===== config.mk =====
export PLATFORM = sky130hd
export DESIGN_NAME = iobm_ctl_flat
export DESIGN_NICKNAME = d
export VERILOG_FILES = /design/src/rtl/iobm_ctl_if.sv /design/src/rtl/iobm_ctl.sv /design/src/flat_wrapper.sv
export SDC_FILE = /design/constraint.sdc
export NUM_CORES = 1
export LEC_CHECK = 0
export BUFFER_PORTS_ARGS = -buffer_cell sky130_fd_sc_hd__buf_2
export CAP_MARGIN = 5
export CORE_MARGIN = 3
export CORE_UTILIZATION = 58
export CTS_BUF_LIST = sky130_fd_sc_hd__clkbuf_4 sky130_fd_sc_hd__clkbuf_8
export CTS_CLUSTER_SIZE = 28
export DETAILED_ROUTE_END_ITERATION = 7
export PLACE_DENSITY = 0.85
export SYNTH_ARGS = -nofsm -noshare
export SYNTH_HDL_FRONTEND = slang
export SYNTH_SLANG_ARGS = --single-unit

===== constraint.sdc =====
create_clock -name CLK -period 1.8 [get_ports CLK]
set_input_delay 0.09 -clock CLK [delete_from_list [all_inputs] [get_ports CLK]]
set_output_delay 0.09 -clock CLK [all_outputs]
set_load 0.005 [all_outputs]

===== src/rtl/iobm_ctl_if.sv =====
// rtl/iobm_ctl_if.sv - Mac I/O bus terminations, strobes and bridge handshake for iobm_ctl
// master is the bridge/bus side, slave is the controller.
interface iobm_ctl_if;
   logic C8M;
   logic E;
   logic nDTACK;
   logic nVPA;
   logic nBERR;
   logic IOREQ;
   logic IORW;
   logic IOL;
   logic IOU;
   logic IOACT;
   logic IOBERR;
   logic nASout;
   logic nLDSout;
   logic nUDSout;
   logic nVMAout;
   logic nDoutOE;

   modport master (
      output C8M, E, nDTACK, nVPA, nBERR, IOREQ, IORW, IOL, IOU,
      input  IOACT, IOBERR, nASout, nLDSout, nUDSout, nVMAout, nDoutOE
   );

   modport slave (
      input  C8M, E, nDTACK, nVPA, nBERR, IOREQ, IORW, IOL, IOU,
      output IOACT, IOBERR, nASout, nLDSout, nUDSout, nVMAout, nDoutOE
   );
endinterface


===== src/rtl/iobm_ctl.sv =====
// rtl/iobm_ctl.sv - I/O bus master: runs one 68000-style asynchronous bus cycle per bridge request
// Terminates on DTACK, VPA (E-clock cycle), BERR or timeout; status returned on IOACT/IOBERR.
module iobm_ctl #(
   parameter int unsigned TIMEOUT = 255
) (
   input  logic      CLK,
   input  logic      nRST,
   iobm_ctl_if.slave bus
);
   localparam logic [2:0] ST_IDLE  = 3'd0;
   localparam logic [2:0] ST_S2    = 3'd1;
   localparam logic [2:0] ST_S3    = 3'd2;
   localparam logic [2:0] ST_S4    = 3'd3;
   localparam logic [2:0] ST_EWAIT = 3'd4;
   localparam logic [2:0] ST_S5    = 3'd5;
   localparam logic [2:0] ST_S6    = 3'd6;
   localparam logic [2:0] ST_S7    = 3'd7;
   localparam logic [7:0] TIMEOUT_CNT = TIMEOUT[7:0];

   logic [2:0] r_state;
   logic [2:0] w_next;
   logic [1:0] r_dtack_s;
   logic [1:0] r_vpa_s;
   logic [1:0] r_berr_s;
   logic [1:0] r_e_s;
   logic       r_e_d;
   logic       r_c8m;
   logic       r_rw;
   logic       r_l;
   logic       r_u;
   logic       r_err;
   logic       r_ioberr;
   logic       r_nvma;
   logic [7:0] r_cnt;
   logic       w_dtack;
   logic       w_vpa;
   logic       w_berr;
   logic       w_e;
   logic       w_e_fall;
   logic       w_timeout;
   logic       w_set_err;
   logic       w_as;
   logic       w_ds;
   logic       w_oe;

   always_ff @(posedge CLK) begin
      if (!nRST) begin
         r_dtack_s <= 2'b11;
         r_vpa_s   <= 2'b11;
         r_berr_s  <= 2'b11;
         r_e_s     <= 2'b00;
         r_e_d     <= 1'b0;
         r_c8m     <= 1'b0;
      end else begin
         r_dtack_s <= {r_dtack_s[0], bus.nDTACK};
         r_vpa_s   <= {r_vpa_s[0], bus.nVPA};
         r_berr_s  <= {r_berr_s[0], bus.nBERR};
         r_e_s     <= {r_e_s[0], bus.E};
         r_e_d     <= r_e_s[1];
         r_c8m     <= bus.C8M;
      end
   end

   assign w_dtack   = !r_dtack_s[1];
   assign w_vpa     = !r_vpa_s[1];
   assign w_berr    = !r_berr_s[1];
   assign w_e       = r_e_s[1];
   assign w_e_fall  = r_e_d && !w_e;
   assign w_timeout = (r_cnt >= TIMEOUT_CNT);

   // Acceptance uses live C8M, termination the previous sample: S4 then lands on
   // the exit phase, so an already-asserted DTACK ends the cycle on its first S4 clock.
   always_comb begin
      w_next    = r_state;
      w_set_err = 1'b0;
      case (r_state)
         ST_IDLE:  if (bus.IOREQ && bus.C8M) w_next = ST_S2;
         ST_S2:    w_next = ST_S3;
         ST_S3:    w_next = ST_S4;
         ST_S4: begin
            if (r_c8m) begin
               if (w_berr) begin
                  w_next    = ST_S5;
                  w_set_err = 1'b1;
               end else if (w_dtack) begin
                  w_next = ST_S5;
               end else if (w_vpa) begin
                  w_next = ST_EWAIT;
               end else if (w_timeout) begin
                  w_next    = ST_S5;
                  w_set_err = 1'b1;
               end
            end
         end
         ST_EWAIT: begin
            if (w_berr || w_timeout) begin
               w_next    = ST_S5;
               w_set_err = 1'b1;
            end else if (!r_nvma && w_e_fall) begin
               w_next = ST_S5;
            end
         end
         ST_S5:    w_next = ST_S6;
         ST_S6:    w_next = ST_S7;
         default:  w_next = ST_IDLE;
      endcase
   end

   always_ff @(posedge CLK) begin
      if (!nRST) begin
         r_state  <= ST_IDLE;
         r_cnt    <= 8'd0;
         r_rw     <= 1'b1;
         r_l      <= 1'b0;
         r_u      <= 1'b0;
         r_err    <= 1'b0;
         r_ioberr <= 1'b0;
         r_nvma   <= 1'b1;
      end else begin
         r_state <= w_next;
         if (r_state == ST_IDLE && w_next == ST_S2) begin
            r_rw     <= bus.IORW;
            r_l      <= bus.IOL;
            r_u      <= bus.IOU;
            r_err    <= 1'b0;
            r_ioberr <= 1'b0;
            r_cnt    <= 8'd0;
         end
         // Saturate so the timeout cannot be skipped by wrapping on the wrong C8M phase.
         if ((r_state == ST_S4 || r_state == ST_EWAIT) && r_cnt != 8'hFF)
            r_cnt <= r_cnt + 8'd1;
         if (w_set_err)
            r_err <= 1'b1;
         if (r_state == ST_EWAIT && !w_e)
            r_nvma <= 1'b0;
         if (r_state == ST_S6) begin
            r_nvma   <= 1'b1;
            r_ioberr <= r_err;
         end
      end
   end

   assign w_as = (r_state == ST_S2) || (r_state == ST_S3) || (r_state == ST_S4) ||
                 (r_state == ST_EWAIT) || (r_state == ST_S5) || (r_state == ST_S6);
   assign w_ds = r_rw ? w_as : (w_as && r_state != ST_S2 && r_state != ST_S3);
   assign w_oe = !r_rw && (r_state != ST_IDLE) && (r_state != ST_S2);

   assign bus.IOACT   = (r_state != ST_IDLE);
   assign bus.IOBERR  = r_ioberr;
   assign bus.nASout  = !w_as;
   assign bus.nLDSout = !(w_ds && r_l);
   assign bus.nUDSout = !(w_ds && r_u);
   assign bus.nVMAout = r_nvma;
   assign bus.nDoutOE = !w_oe;
endmodule


===== src/flat_wrapper.sv =====
// flat-port wrapper written by rule: the top's interface ports become plain ports
module iobm_ctl_flat 
#(
   parameter int unsigned TIMEOUT = 255
)
  (CLK, nRST, bus_C8M, bus_E, bus_nDTACK, bus_nVPA, bus_nBERR, bus_IOREQ, bus_IORW, bus_IOL, bus_IOU, bus_IOACT, bus_IOBERR, bus_nASout, bus_nLDSout, bus_nUDSout, bus_nVMAout, bus_nDoutOE);
  iobm_ctl_if bus_i ();
  input  logic CLK;
  input  logic nRST;
  input wire logic [$bits(bus_i.C8M)-1:0] bus_C8M;
  input wire logic [$bits(bus_i.E)-1:0] bus_E;
  input wire logic [$bits(bus_i.nDTACK)-1:0] bus_nDTACK;
  input wire logic [$bits(bus_i.nVPA)-1:0] bus_nVPA;
  input wire logic [$bits(bus_i.nBERR)-1:0] bus_nBERR;
  input wire logic [$bits(bus_i.IOREQ)-1:0] bus_IOREQ;
  input wire logic [$bits(bus_i.IORW)-1:0] bus_IORW;
  input wire logic [$bits(bus_i.IOL)-1:0] bus_IOL;
  input wire logic [$bits(bus_i.IOU)-1:0] bus_IOU;
  output wire logic [$bits(bus_i.IOACT)-1:0] bus_IOACT;
  output wire logic [$bits(bus_i.IOBERR)-1:0] bus_IOBERR;
  output wire logic [$bits(bus_i.nASout)-1:0] bus_nASout;
  output wire logic [$bits(bus_i.nLDSout)-1:0] bus_nLDSout;
  output wire logic [$bits(bus_i.nUDSout)-1:0] bus_nUDSout;
  output wire logic [$bits(bus_i.nVMAout)-1:0] bus_nVMAout;
  output wire logic [$bits(bus_i.nDoutOE)-1:0] bus_nDoutOE;
  assign bus_i.C8M = bus_C8M;
  assign bus_i.E = bus_E;
  assign bus_i.nDTACK = bus_nDTACK;
  assign bus_i.nVPA = bus_nVPA;
  assign bus_i.nBERR = bus_nBERR;
  assign bus_i.IOREQ = bus_IOREQ;
  assign bus_i.IORW = bus_IORW;
  assign bus_i.IOL = bus_IOL;
  assign bus_i.IOU = bus_IOU;
  assign bus_IOACT = bus_i.IOACT;
  assign bus_IOBERR = bus_i.IOBERR;
  assign bus_nASout = bus_i.nASout;
  assign bus_nLDSout = bus_i.nLDSout;
  assign bus_nUDSout = bus_i.nUDSout;
  assign bus_nVMAout = bus_i.nVMAout;
  assign bus_nDoutOE = bus_i.nDoutOE;
  iobm_ctl #(.TIMEOUT(TIMEOUT)) u_core (.CLK(CLK), .nRST(nRST), .bus(bus_i));
endmodule

==> flow_metrics.py, run 1 <==
metrics = {
    "drt": {
        "totalWireLength_microns": 2334,
        "drtIter0Drc": 38,
        "drc": 0,
        "drt-vias-per-instance": 5.552,
        "firstDrtPassIters": 4,
        "vias": 1016,
        "avgRoutedWirePerCell_microns": 12.75,
        "drt.antenna.violating_nets": 0,
    },
    "hold_path": {
        "hp-class": "in2reg",
        "holdPathStages": 2,
        "startpoint_of_the_tightest_hold_check_path": "nRST",
        "hold_path_end": "u_core.bus.nVMAout",
    },
    "synthesis": {
        "number_of_synthesized_register_bits": 27,
        "postSynthCellCount": 133,
        "synth_ff_type": "sky130_fd_sc_hd__dfxtp_1",
        "yosys_warnings": 0,
        "avgSynthCellArea_sq_um": 9.135,
        "yosysUniqueCellTypes": 47,
        "synth_enable_flop_cells": 0,
        "synth-seq-area-share_pct": 44.49,
        "synthesis.nets": 145,
        "async_set_or_reset_flop_fraction_in_the_synthesized_netlist_pct": 0,
        "syn-cell-area_sq_mm": 0.001215,
    },
    "global_routing": {
        "global_route.overflow_total": 0,
        "grt_pass1_vias": 935,
        "antenna_violations_before_repair": 0,
        "grt_use_total_pct": 20.30,
        "grt_pass1_wl_microns": 4050,
        "grt_max_degree": 20,
    },
    "floorplanning": {
        "initial_utilization_pct": 65.39,
        "num_io_pins": 18,
        "placeableCoreArea_sq_mm": 0.001858,
        "die_area_sq_mm": 0.002680,
        "fp.dieW_microns": 51.77,
        "rows": 15,
        "chipHeight_microns": 51.77,
    },
    "final_layout": {
        "nNetsFinal": 171,
        "final_core_util_pct": 76.63,
        "finalNonFillerCells": 183,
        "count_of_antenna_diodes_in_the_layout": 0,
        "drive_above_1_share_pct": 25.32,
        "syn2layout_area_growth_pct": 17.20,
    },
    "worst_setup_path": {
        "worst_setup_path_end_kind": "flip-flop",
        "crit_fanout": 5,
        "worst-endpoint-arrival_ns": 1.94,
        "rr_startpoint": "u_core.r_cnt[1]",
        "critPathRequiredTime_ns": 2.09,
        "worstReg2RegEnd": "u_core.r_cnt[0]",
        "regToRegSetupSlack_ns": 0.14,
        "critPathLaunchType": "flip-flop",
        "worst-r2r-cell-count": 5,
        "timing_worst_setup_path_type": "reg2reg",
    },
    "power": {
        "cellPowerDensity_mw_per_mm2": 704.9,
        "cellInternalPower_w": 0.0007574,
        "power_total_w": 0.001004,
        "combPwrFrac_pct": 10.4,
        "power.net_switching_w": 0.0002463,
        "switching_share_pct": 24.54,
        "p_clk_share_pct": 26.4,
        "ir_worst_vdd_mv": 0.7349,
        "power.sequential.fraction_pct": 63.3,
        "leakagePower_nw": 0.5679,
    },
    "sta": {
        "setup_viol": 0,
        "slew_headroom_pct": 76.72,
        "worst_slew_pin_slew_ns": 0.3469,
        "holdWs_ns": 0.08117,
        "fmax_ghz": 0.6029,
        "fin_setup_tns_ns": 0,
        "final-hold-violation-count": 0,
        "finalClockSkew_ns": 0.001970,
        "final_min_period_over_clock_period_pct": 92.15,
        "period_needed_ns": 1.659,
        "timing.final.max_slew_violations": 0,
        "setup_repair_after_global_routing_missed_its_margin": "false",
    },
    "place": {
        "gpl_wtd_cong": 0.9295,
        "place.detailed.instances": 171,
        "placement.io_buffers": 17,
        "post-dp-hpwl_microns": 1630,
    },
    "clocking": {
        "number_of_buffers_created_by_cts": 3,
        "max-clock-path-buffers": 2,
        "cts.htree.levels": 1,
        "cts.sink_count": 27,
        "cts_setup_buffers": 0,
        "cts_tree": "done",
        "worst_skew_pair.late_latency_ns": 0.33,
        "clkSlewWorstSetupHoldPaths_ns": 0.14,
        "clock_tree.root_cell": "sky130_fd_sc_hd__clkbuf_4",
    },
    "job": {
        "cap_viol_max_count": 0,
    },
    "outcome": {
        "status": "finished, final reports clean",
    },
}
==> area by class of cell <==
class | count | area (sq um)
fillers | 129 | 434.2
clock buffers | 3 | 22.52
well taps | 25 | 31.28
inverters | 3 | 11.26
multi-input cells | 98 | 636.9
clock inverters | 1 | 7.507
flip-flops and latches | 27 | 541.8
repair buffers | 26 | 172.7
==> per-layer routing <==
layer  vias to the layer above  track usage [%]  routed length (microns)  share of wire, %
li1                        532                -                        -                 -
met1                       450            26.16                     1144                49
met2                        29            31.99                     1028                44
met3                         5            6.304                      134               5.7
met4                         0            6.987                       26               1.1
met5                         -                0                        0                 0
==> registers in the layout, summed over array words and instances (netlist names), 2 cells and up <==
register          count
u_core.r_berr_s       2
u_core.r_cnt          8
u_core.r_dtack_s      2
u_core.r_e_s          2
u_core.r_state        3
u_core.r_vpa_s        2
==> repair_timing <==
item,in CTS,in global routing
setup endpoints to repair,0,7
gates resized for setup,0,4
hold endpoints to repair,8,0
hold buffers,8,0
==> worst max-delay path: stages (launching register included) <==
cell and delay [ns]:
sky130_fd_sc_hd__dfxtp_1 0.41, sky130_fd_sc_hd__ha_1 0.22, sky130_fd_sc_hd__and3_1 0.25, sky130_fd_sc_hd__nand3_2 0.17
sky130_fd_sc_hd__a211oi_4 0.35, sky130_fd_sc_hd__mux2_2 0.21
==> per-stage QoR <==
stage | worst slack [ns] | area (sq um)
floorplan | 0.2983 | 1215
global placement | 0.1487 | 1304
detailed placement | 0.09495 | 1304
CTS | 0.06011 | 1414
global route | 0.01822 | 1424
finish | 0.1414 | 1424
==> power by group through the flow <==
stage | combinational [W] | sequential (W) | clock, W
2_1_floorplan | 0.0000674 | 0.000640 | 0
3_3_place_gp | 0.0000878 | 0.000646 | 0
3_5_place_dp | 0.0000896 | 0.000647 | 0
4_1_cts | 0.000103 | 0.000634 | 0.000273
5_1_grt | 0.000117 | 0.000638 | 0.000296
6_report | 0.000104 | 0.000635 | 0.000265
==> cell usage in the layout (no fill, tap or decap), types with 2 or more instances in the layout <==
cell                            synthesis  routed
sky130_fd_sc_hd__nor2_1                 2       2
sky130_fd_sc_hd__a21oi_1                7       7
sky130_fd_sc_hd__and2_1                 5       5
sky130_fd_sc_hd__inv_1                  3       3
sky130_fd_sc_hd__or2_2                  2       2
sky130_fd_sc_hd__o21ai_0               11      11
sky130_fd_sc_hd__buf_2                  1      17
sky130_fd_sc_hd__nand3_1               12      11
sky130_fd_sc_hd__and3_2                 1       2
sky130_fd_sc_hd__dlygate4sd3_1          0       8
sky130_fd_sc_hd__nor3_1                 2       2
sky130_fd_sc_hd__and3_1                 5       4
sky130_fd_sc_hd__dfxtp_1               27      26
sky130_fd_sc_hd__nand2_1               12      12
sky130_fd_sc_hd__clkbuf_4               0       3
sky130_fd_sc_hd__nand2b_1               7       7
sky130_fd_sc_hd__o211ai_1               2       2
==> Yosys cell counts, types with 2 or more instances <==
| cell | instances | area, sq um |
|---|---|---|
| sky130_fd_sc_hd__dfxtp_1 | 27 | 540.5 |
| sky130_fd_sc_hd__nand2_1 | 12 | 45.04 |
| sky130_fd_sc_hd__nand3_1 | 12 | 60.06 |
| sky130_fd_sc_hd__o21ai_0 | 11 | 55.05 |
| sky130_fd_sc_hd__a21oi_1 | 7 | 35.03 |
| sky130_fd_sc_hd__nand2b_1 | 7 | 43.79 |
| sky130_fd_sc_hd__and2_1 | 5 | 31.28 |
| sky130_fd_sc_hd__and3_1 | 5 | 31.28 |
| sky130_fd_sc_hd__inv_1 | 3 | 11.26 |
| sky130_fd_sc_hd__buf_6 | 2 | 22.52 |
| sky130_fd_sc_hd__clkbuf_1 | 2 | 7.510 |
| sky130_fd_sc_hd__nor2_1 | 2 | 7.510 |
| sky130_fd_sc_hd__nor3_1 | 2 | 10.01 |
| sky130_fd_sc_hd__o211ai_1 | 2 | 15.01 |
| sky130_fd_sc_hd__or2_2 | 2 | 12.51 |
==> worst max-delay path by stage <==
stage               startpoint               to  slack [ns]  depth (start not counted)
3_5_place_dp   u_core.r_cnt[1]  u_core.r_cnt[0]        0.09                          5
5_1_grt        u_core.r_cnt[0]  u_core.r_cnt[0]        0.02                          5
6_report       u_core.r_cnt[1]  u_core.r_cnt[0]        0.14                          5
4_1_cts        u_core.r_cnt[1]  u_core.r_cnt[0]        0.06                          5
2_1_floorplan  u_core.r_cnt[0]  u_core.r_cnt[5]        0.30                          6
3_3_place_gp   u_core.r_cnt[0]  u_core.r_cnt[0]        0.15                          5
==> cells by family after synthesis <==
logic type	count (synthesis)	share of synthesized area, %
DFF	27	44.49
xor gates and xnor gates	1	0.7210
buffers and inverters	8	3.810
adders and majority gates	1	1.030
and+or+nand+nor	60	28.94
muxes	1	0.9268
AOI/OAI and AO/OA	35	20.08
Note: power is estimated with default switching activity, not from simulation.
==> run 2, diff against run 1 <==
--- a/config.mk
+++ b/config.mk
@@ -5,14 +5,14 @@
 export SDC_FILE = /design/constraint.sdc
 export NUM_CORES = 1
 export LEC_CHECK = 0
-export BUFFER_PORTS_ARGS = -buffer_cell sky130_fd_sc_hd__buf_2
 export CAP_MARGIN = 5
 export CORE_MARGIN = 3
-export CORE_UTILIZATION = 58
+export CORE_UTILIZATION = 64
 export CTS_BUF_LIST = sky130_fd_sc_hd__clkbuf_4 sky130_fd_sc_hd__clkbuf_8
 export CTS_CLUSTER_SIZE = 28
 export DETAILED_ROUTE_END_ITERATION = 7
-export PLACE_DENSITY = 0.85
+export DONT_BUFFER_PORTS = 1
+export PLACE_DENSITY = 0.84
 export SYNTH_ARGS = -nofsm -noshare
 export SYNTH_HDL_FRONTEND = slang
 export SYNTH_SLANG_ARGS = --single-unit
==> run 2 against run 1 <==
The flow now finishes with violations (design-rule violations). Global-route usage rose by 1.6 points. First-iteration DRC count unchanged. Cell count is 8.7% lower. Clock skew is 0.011 ns higher. Flip-flop and latch count did not move. Register-to-register slack got worse by 0.02 ns. Clock power is 2% lower. Critical path type unchanged. Critical endpoint unchanged. Largest cell class unchanged. Largest power group unchanged.
==> flow_metrics.py, run 2 (same netlist as run 1, synthesis figures left out) <==
metrics = {
    "outcome": {
        "status": "finished with violations",
        "violated_checks": "design-rule violations",
    },
    "drt": {
        "drc": 1,
        "drtIter0Drc": 38,
        "totalWireLength_microns": 2437,
        "vias": 1041,
        "drt.antenna.violating_nets": 0,
        "drt-vias-per-instance": 6.234,
        "firstDrtPassIters": 6,
        "avgRoutedWirePerCell_microns": 14.59,
    },
    "worst_setup_path": {
        "critPathRequiredTime_ns": 2.07,
        "cell_with_the_largest_stage_delay_on_the_worst_path": "sky130_fd_sc_hd__dfxtp_1",
        "max_stage_delay_ns": 0.55,
        "rr_startpoint": "u_core.r_state[1]",
        "worstReg2RegEnd": "u_core.r_cnt[0]",
        "critPathLaunchType": "flip-flop",
        "worst-endpoint-arrival_ns": 1.94,
        "crit_chain": "nor3b_2, or2_1, a211oi_4, mux2_2",
        "worst_setup_path_end_kind": "flip-flop",
        "crit_end": "u_core.r_cnt[0]",
        "regToRegSetupSlack_ns": 0.12,
        "timing_worst_setup_path_type": "reg2reg",
        "cp-startpoint": "u_core.r_state[1]",
        "cp_top_family": "flip-flops",
        "cp.depth": 4,
        "path_buf_inv": 0,
        "worst-r2r-cell-count": 4,
        "crit_fanout": 10,
    },
    "job": {
        "cap_viol_max_count": 0,
    },
    "clocking": {
        "clkSlewWorstSetupHoldPaths_ns": 0.15,
        "number_of_buffers_created_by_cts": 3,
        "cts_setup_buffers": 0,
        "max-clock-path-buffers": 2,
        "clock_tree.root_cell": "sky130_fd_sc_hd__clkbuf_4",
        "worst_skew_pair.late_latency_ns": 0.32,
        "cts.htree.levels": 1,
        "cts.sink_count": 27,
        "cts_tree": "done",
    },
    "place": {
        "post-dp-hpwl_microns": 1673,
        "pre_cts_slack_ns": 0.1251,
        "placement.io_buffers": 0,
        "gpl_wtd_cong": 0.8725,
    },
    "final_layout": {
        "nNetsFinal": 155,
        "largest_register_ff_count": 8,
        "register_area_sq_um": 541.8,
        "layout_top_registers": "u_core.r_cnt x8, u_core.r_state x3",
        "final_common_cell": "sky130_fd_sc_hd__dfxtp_1",
        "multi_input_area_sq_um": 634.4,
        "count_of_antenna_diodes_in_the_layout": 0,
        "final.fill_count": 130,
        "regMostFlops": "u_core.r_cnt",
        "syn2layout_area_growth_pct": 10.81,
        "drive_above_1_share_pct": 15.49,
        "mostFrequentLayoutCells": "sky130_fd_sc_hd__dfxtp_1, sky130_fd_sc_hd__nand2_1, sky130_fd_sc_hd__o21ai_0, sky130_fd_sc_hd__nand3_1, sky130_fd_sc_hd__dlygate4sd3_1",
    },
    "global_routing": {
        "grt_pass1_vias": 966,
        "grt_use_total_pct": 21.86,
        "antenna_violations_before_repair": 0,
        "grt_pass1_wl_microns": 4222,
        "grt_max_degree": 17,
        "global_route.overflow_total": 0,
    },
    "power": {
        "cellPowerDensity_mw_per_mm2": 731.6,
        "leakagePower_nw": 0.5088,
        "power_total_w": 0.0009850,
        "ir_worst_vdd_mv": 0.6122,
    },
    "floorplanning": {
        "chipHeight_microns": 49.57,
        "die_area_sq_mm": 0.002457,
        "placeableCoreArea_sq_mm": 0.001764,
        "num_io_pins": 18,
        "initial_utilization_pct": 68.87,
        "rows": 15,
        "fp.dieW_microns": 49.57,
    },
    "sta": {
        "holdWs_ns": 0.06684,
        "timing.final.max_slew_violations": 0,
        "final_min_period_over_clock_period_pct": 93.16,
        "setup_repair_after_global_routing_missed_its_margin": "false",
        "fmax_ghz": 0.5964,
        "final_critical_path_setup_slack_ns": 0.1232,
        "fin_setup_tns_ns": 0,
        "worst_slew_pin_slew_ns": 0.5209,
        "setup_viol": 0,
        "final-hold-violation-count": 0,
        "slew_headroom_pct": 65.16,
        "period_needed_ns": 1.677,
        "finalClockSkew_ns": 0.01266,
    },
    "hold_path": {
        "hp-class": "in2reg",
    },
}
## run 2: changes by cell type in the layout (fill, tap and decap cells not counted), sizes merged
cell         delta
dlygate4sd3     +1
buf            -17
## run 2: how the worst min path moves through the flow
stage | depth (start not counted) | slack (ns) | end | start
final | 2 | 0.07 | u_core.r_state[2] | nRST
after global routing | 2 | 0.06 | u_core.r_cnt[2] | nRST
after CTS | 2 | 0.04 | u_core.r_state[2] | nRST
after detailed placement | 1 | 0.17 | u_core.r_rw | nRST
after global placement | 1 | 0.17 | u_core.r_rw | nRST
after floorplan | 1 | 0.16 | u_core.r_berr_s[0] | nRST
## run 2: per-layer routing
layer	up-vias	share of wire (%)	global-route usage, %
met1	487	45	27.81
met3	4	5.9	4.230
met5	-	0	0
li1	509	-	-
met4	0	1.3	8.756
met2	41	48	36.12
## run 2: metrics by stage
step | utilization (%) | cells | cell area [sq um]
floorplan | - | 133 | 1215
global placement | 69.08 | 154 | 1219
detailed placement | 69.08 | 154 | 1219
CTS | 75.89 | 167 | 1339
global route | 76.31 | 167 | 1346
finish | 76.31 | 167 | 1346
## run 2: final cells by class
cell class | instances | share of cell area [%]
clock buffers | 3 | 1.673
clock inverters | 1 | 0.5576
inverters | 3 | 0.8364
multi-input cells | 98 | 47.12
flip-flops and latches | 27 | 40.24
well taps | 25 | 2.323
repair buffers | 10 | 7.249
## run 2: worst register-to-register path: cells and delay by family (launching register included)
family             cells  cell delay [ns]
muxes                  1             0.21
AOI/OAI and AO/OA      1             0.37
and+or+nand+nor        2             0.49
DFF                    1             0.55
## run 2: what timing repair did
action / 4_1_cts / 5_1_grt
hold buffers: 9 / 0
endpoints found under the setup margin: 0 / 6
resized for setup: 0 / 3
hold endpoints to repair: 17 / 0
## run 2: where the power goes
group / switching (W) / leakage [nW] / total [W] / internal, W
Sequential: 0.0000186 / 0.221 / 0.000635 / 0.000617
Clock: 0.000176 / 0.0139 / 0.000261 / 0.0000848
Combinational: 0.0000448 / 0.274 / 0.0000886 / 0.0000437
Total: 0.000240 / 0.509 / 0.000985 / 0.000745
==> run 3, diff against run 2 <==
==> constraint.sdc (replaced) <==
create_clock -name CLK -period 1.8 [get_ports CLK]
set_input_delay 0.36 -clock CLK [delete_from_list [all_inputs] [get_ports CLK]]
set_output_delay 0.36 -clock CLK [all_outputs]
set_load 0.005 [all_outputs]
==> run 3 against run 2 <==
The flow now finishes without violations. Register-to-register slack about the same. Clock skew down 0.0030 ns. Flip-flop and latch count unchanged. Maximum frequency up 0.14%. Clock power down 2%.
==> flow_metrics.py, run 3 (same netlist as run 1, synthesis figures left out) <==
metrics = {
    "final_layout": {
        "mostFrequentLayoutCells": "sky130_fd_sc_hd__dfxtp_1, sky130_fd_sc_hd__nand2_1, sky130_fd_sc_hd__nand3_1",
        "regMostFlops": "u_core.r_cnt",
        "syn2layout_area_growth_pct": 3.811,
        "final.fill_count": 144,
        "fin_area_sq_mm": 0.001261,
        "layout_top_registers": "u_core.r_cnt x8, u_core.r_state x3",
        "drive_above_1_share_pct": 18.05,
        "final_common_cell": "sky130_fd_sc_hd__dfxtp_1",
        "largest_register_ff_count": 8,
        "count_of_antenna_diodes_in_the_layout": 0,
        "final_core_util_pct": 71.49,
        "nNetsFinal": 146,
        "finalNonFillerCells": 158,
    },
    "power": {
        "combPwrFrac_pct": 7.2,
        "p_clk_share_pct": 26.7,
        "cellPowerDensity_mw_per_mm2": 762.4,
        "ir_worst_vdd_mv": 0.5921,
        "power.net_switching_w": 0.0002283,
        "switching_share_pct": 23.74,
        "leakagePower_nw": 0.4741,
        "cellInternalPower_w": 0.0007333,
        "power.sequential.fraction_pct": 66.1,
    },
    "floorplanning": {
        "placeableCoreArea_sq_mm": 0.001764,
        "die_area_sq_mm": 0.002457,
        "num_io_pins": 18,
        "initial_utilization_pct": 68.87,
        "rows": 15,
        "chipHeight_microns": 49.57,
        "fp.dieW_microns": 49.57,
    },
    "clocking": {
        "number_of_buffers_created_by_cts": 3,
        "cts.sink_count": 27,
        "cts.htree.levels": 1,
        "worst_skew_pair.late_latency_ns": 0.32,
        "cts_setup_buffers": 0,
        "max-clock-path-buffers": 2,
        "clock_tree.root_cell": "sky130_fd_sc_hd__clkbuf_4",
        "clkSlewWorstSetupHoldPaths_ns": 0.15,
        "cts_tree": "done",
        "post_cts_hold_buffer_count": 0,
    },
    "global_routing": {
        "grt_pass1_wl_microns": 3995,
        "antenna_violations_before_repair": 0,
        "grt_max_degree": 20,
        "global_route.overflow_total": 0,
        "grt_pass1_vias": 905,
        "grt_use_total_pct": 20.59,
    },
    "sta": {
        "fmax_ghz": 0.5972,
        "setup_viol": 0,
        "final-hold-violation-count": 0,
        "final_min_period_over_clock_period_pct": 93.03,
        "period_needed_ns": 1.674,
        "finalClockSkew_ns": 0.009699,
        "slew_headroom_pct": 75.70,
        "fin_setup_tns_ns": 0,
        "worst_slew_pin_slew_ns": 0.3620,
        "setup_repair_after_global_routing_missed_its_margin": "false",
        "timing.final.max_slew_violations": 0,
    },
    "place": {
        "placed_area_sq_mm": 0.001219,
        "placement.io_buffers": 0,
        "gpl_wtd_cong": 0.8725,
        "place.detailed.instances": 154,
        "post-dp-hpwl_microns": 1673,
    },
    "worst_setup_path": {
        "worst-endpoint-arrival_ns": 1.89,
        "crit_fanout": 6,
        "worst-r2r-cell-count": 5,
        "timing_worst_setup_path_type": "reg2reg",
        "critPathRequiredTime_ns": 2.02,
        "worst_setup_path_end_kind": "flip-flop",
        "critPathLaunchType": "flip-flop",
    },
    "hold_path": {
        "hp-class": "in2reg",
        "holdPathStages": 1,
    },
    "drt": {
        "totalWireLength_microns": 2283,
        "drtIter0Drc": 22,
        "drt-vias-per-instance": 6.411,
        "drc": 0,
        "avgRoutedWirePerCell_microns": 14.45,
        "firstDrtPassIters": 5,
        "vias": 1013,
        "drt.antenna.violating_nets": 0,
    },
    "job": {
        "cap_viol_max_count": 0,
    },
    "outcome": {
        "status": "finished, final reports clean",
    },
}
-- run 3: worst max-delay path, stage by stage (launching register included) --
cell and delay [ns]:
sky130_fd_sc_hd__dfxtp_1 0.41, sky130_fd_sc_hd__ha_1 0.22, sky130_fd_sc_hd__and3_1 0.26, sky130_fd_sc_hd__and3_2 0.28, sky130_fd_sc_hd__nor2_1 0.09, sky130_fd_sc_hd__a221o_1 0.32
-- run 3: per-layer routing --
| metal | part of all wire [%] | global-route usage [%] |
|---|---|---|
| met5 | 0 | 0 |
| met4 | 1.5 | 8.295 |
| met3 | 5.8 | 4.230 |
| met2 | 47 | 31.94 |
| met1 | 46 | 27.81 |
-- run 3: metrics by stage --
step           total power, W  setup slack (ns)  hold WS [ns]
6_report            0.0009616            0.1255        0.1004
5_1_grt              0.001004          0.003787       0.07971
4_1_cts             0.0009775           0.01391       0.08471
3_5_place_dp        0.0007164            0.1251        0.3964
3_3_place_gp        0.0007123            0.1727        0.3897
2_1_floorplan       0.0007069            0.2983        0.3863
-- run 3: final timing paths --
path	from	end	slack, ns
max reg2reg	u_core.r_cnt[1]	u_core.r_cnt[5]	0.13
min	nRST	u_core.r_berr_s[0]	0.10
max	u_core.r_cnt[1]	u_core.r_cnt[5]	0.13
min reg2reg	u_core.r_dtack_s[0]	u_core.r_dtack_s[1]	0.43
-- run 3: final cells by class --
cell class / count / area [sq um] / area share, %
Timing Repair Buffer: 1 / 7.507 / 0.5952
Clock inverter: 1 / 7.507 / 0.5952
Clock buffer: 3 / 22.52 / 1.786
Tap cell: 25 / 31.28 / 2.480
Multi-Input combinational cell: 98 / 634.4 / 50.30
Sequential cell: 27 / 546.8 / 43.35
Inverter: 3 / 11.26 / 0.8929
-- run 3: power by group through the flow --
stage | clock network (W) | registers (W) | logic (W)
2_1_floorplan | 0 | 0.000640 | 0.0000674
3_3_place_gp | 0 | 0.000646 | 0.0000660
3_5_place_dp | 0 | 0.000648 | 0.0000681
4_1_cts | 0.000273 | 0.000636 | 0.0000686
5_1_grt | 0.000288 | 0.000639 | 0.0000774
6_report | 0.000256 | 0.000636 | 0.0000693
-- run 3: what timing repair did --
| item | CTS | global route |
|---|---|---|
| resized for setup | 2 | 5 |
| gates cloned | 0 | 0 |
| pin swaps | 0 | 1 |
| endpoints found under the setup margin | 2 | 8 |
| hold endpoints to repair | 0 | 0 |
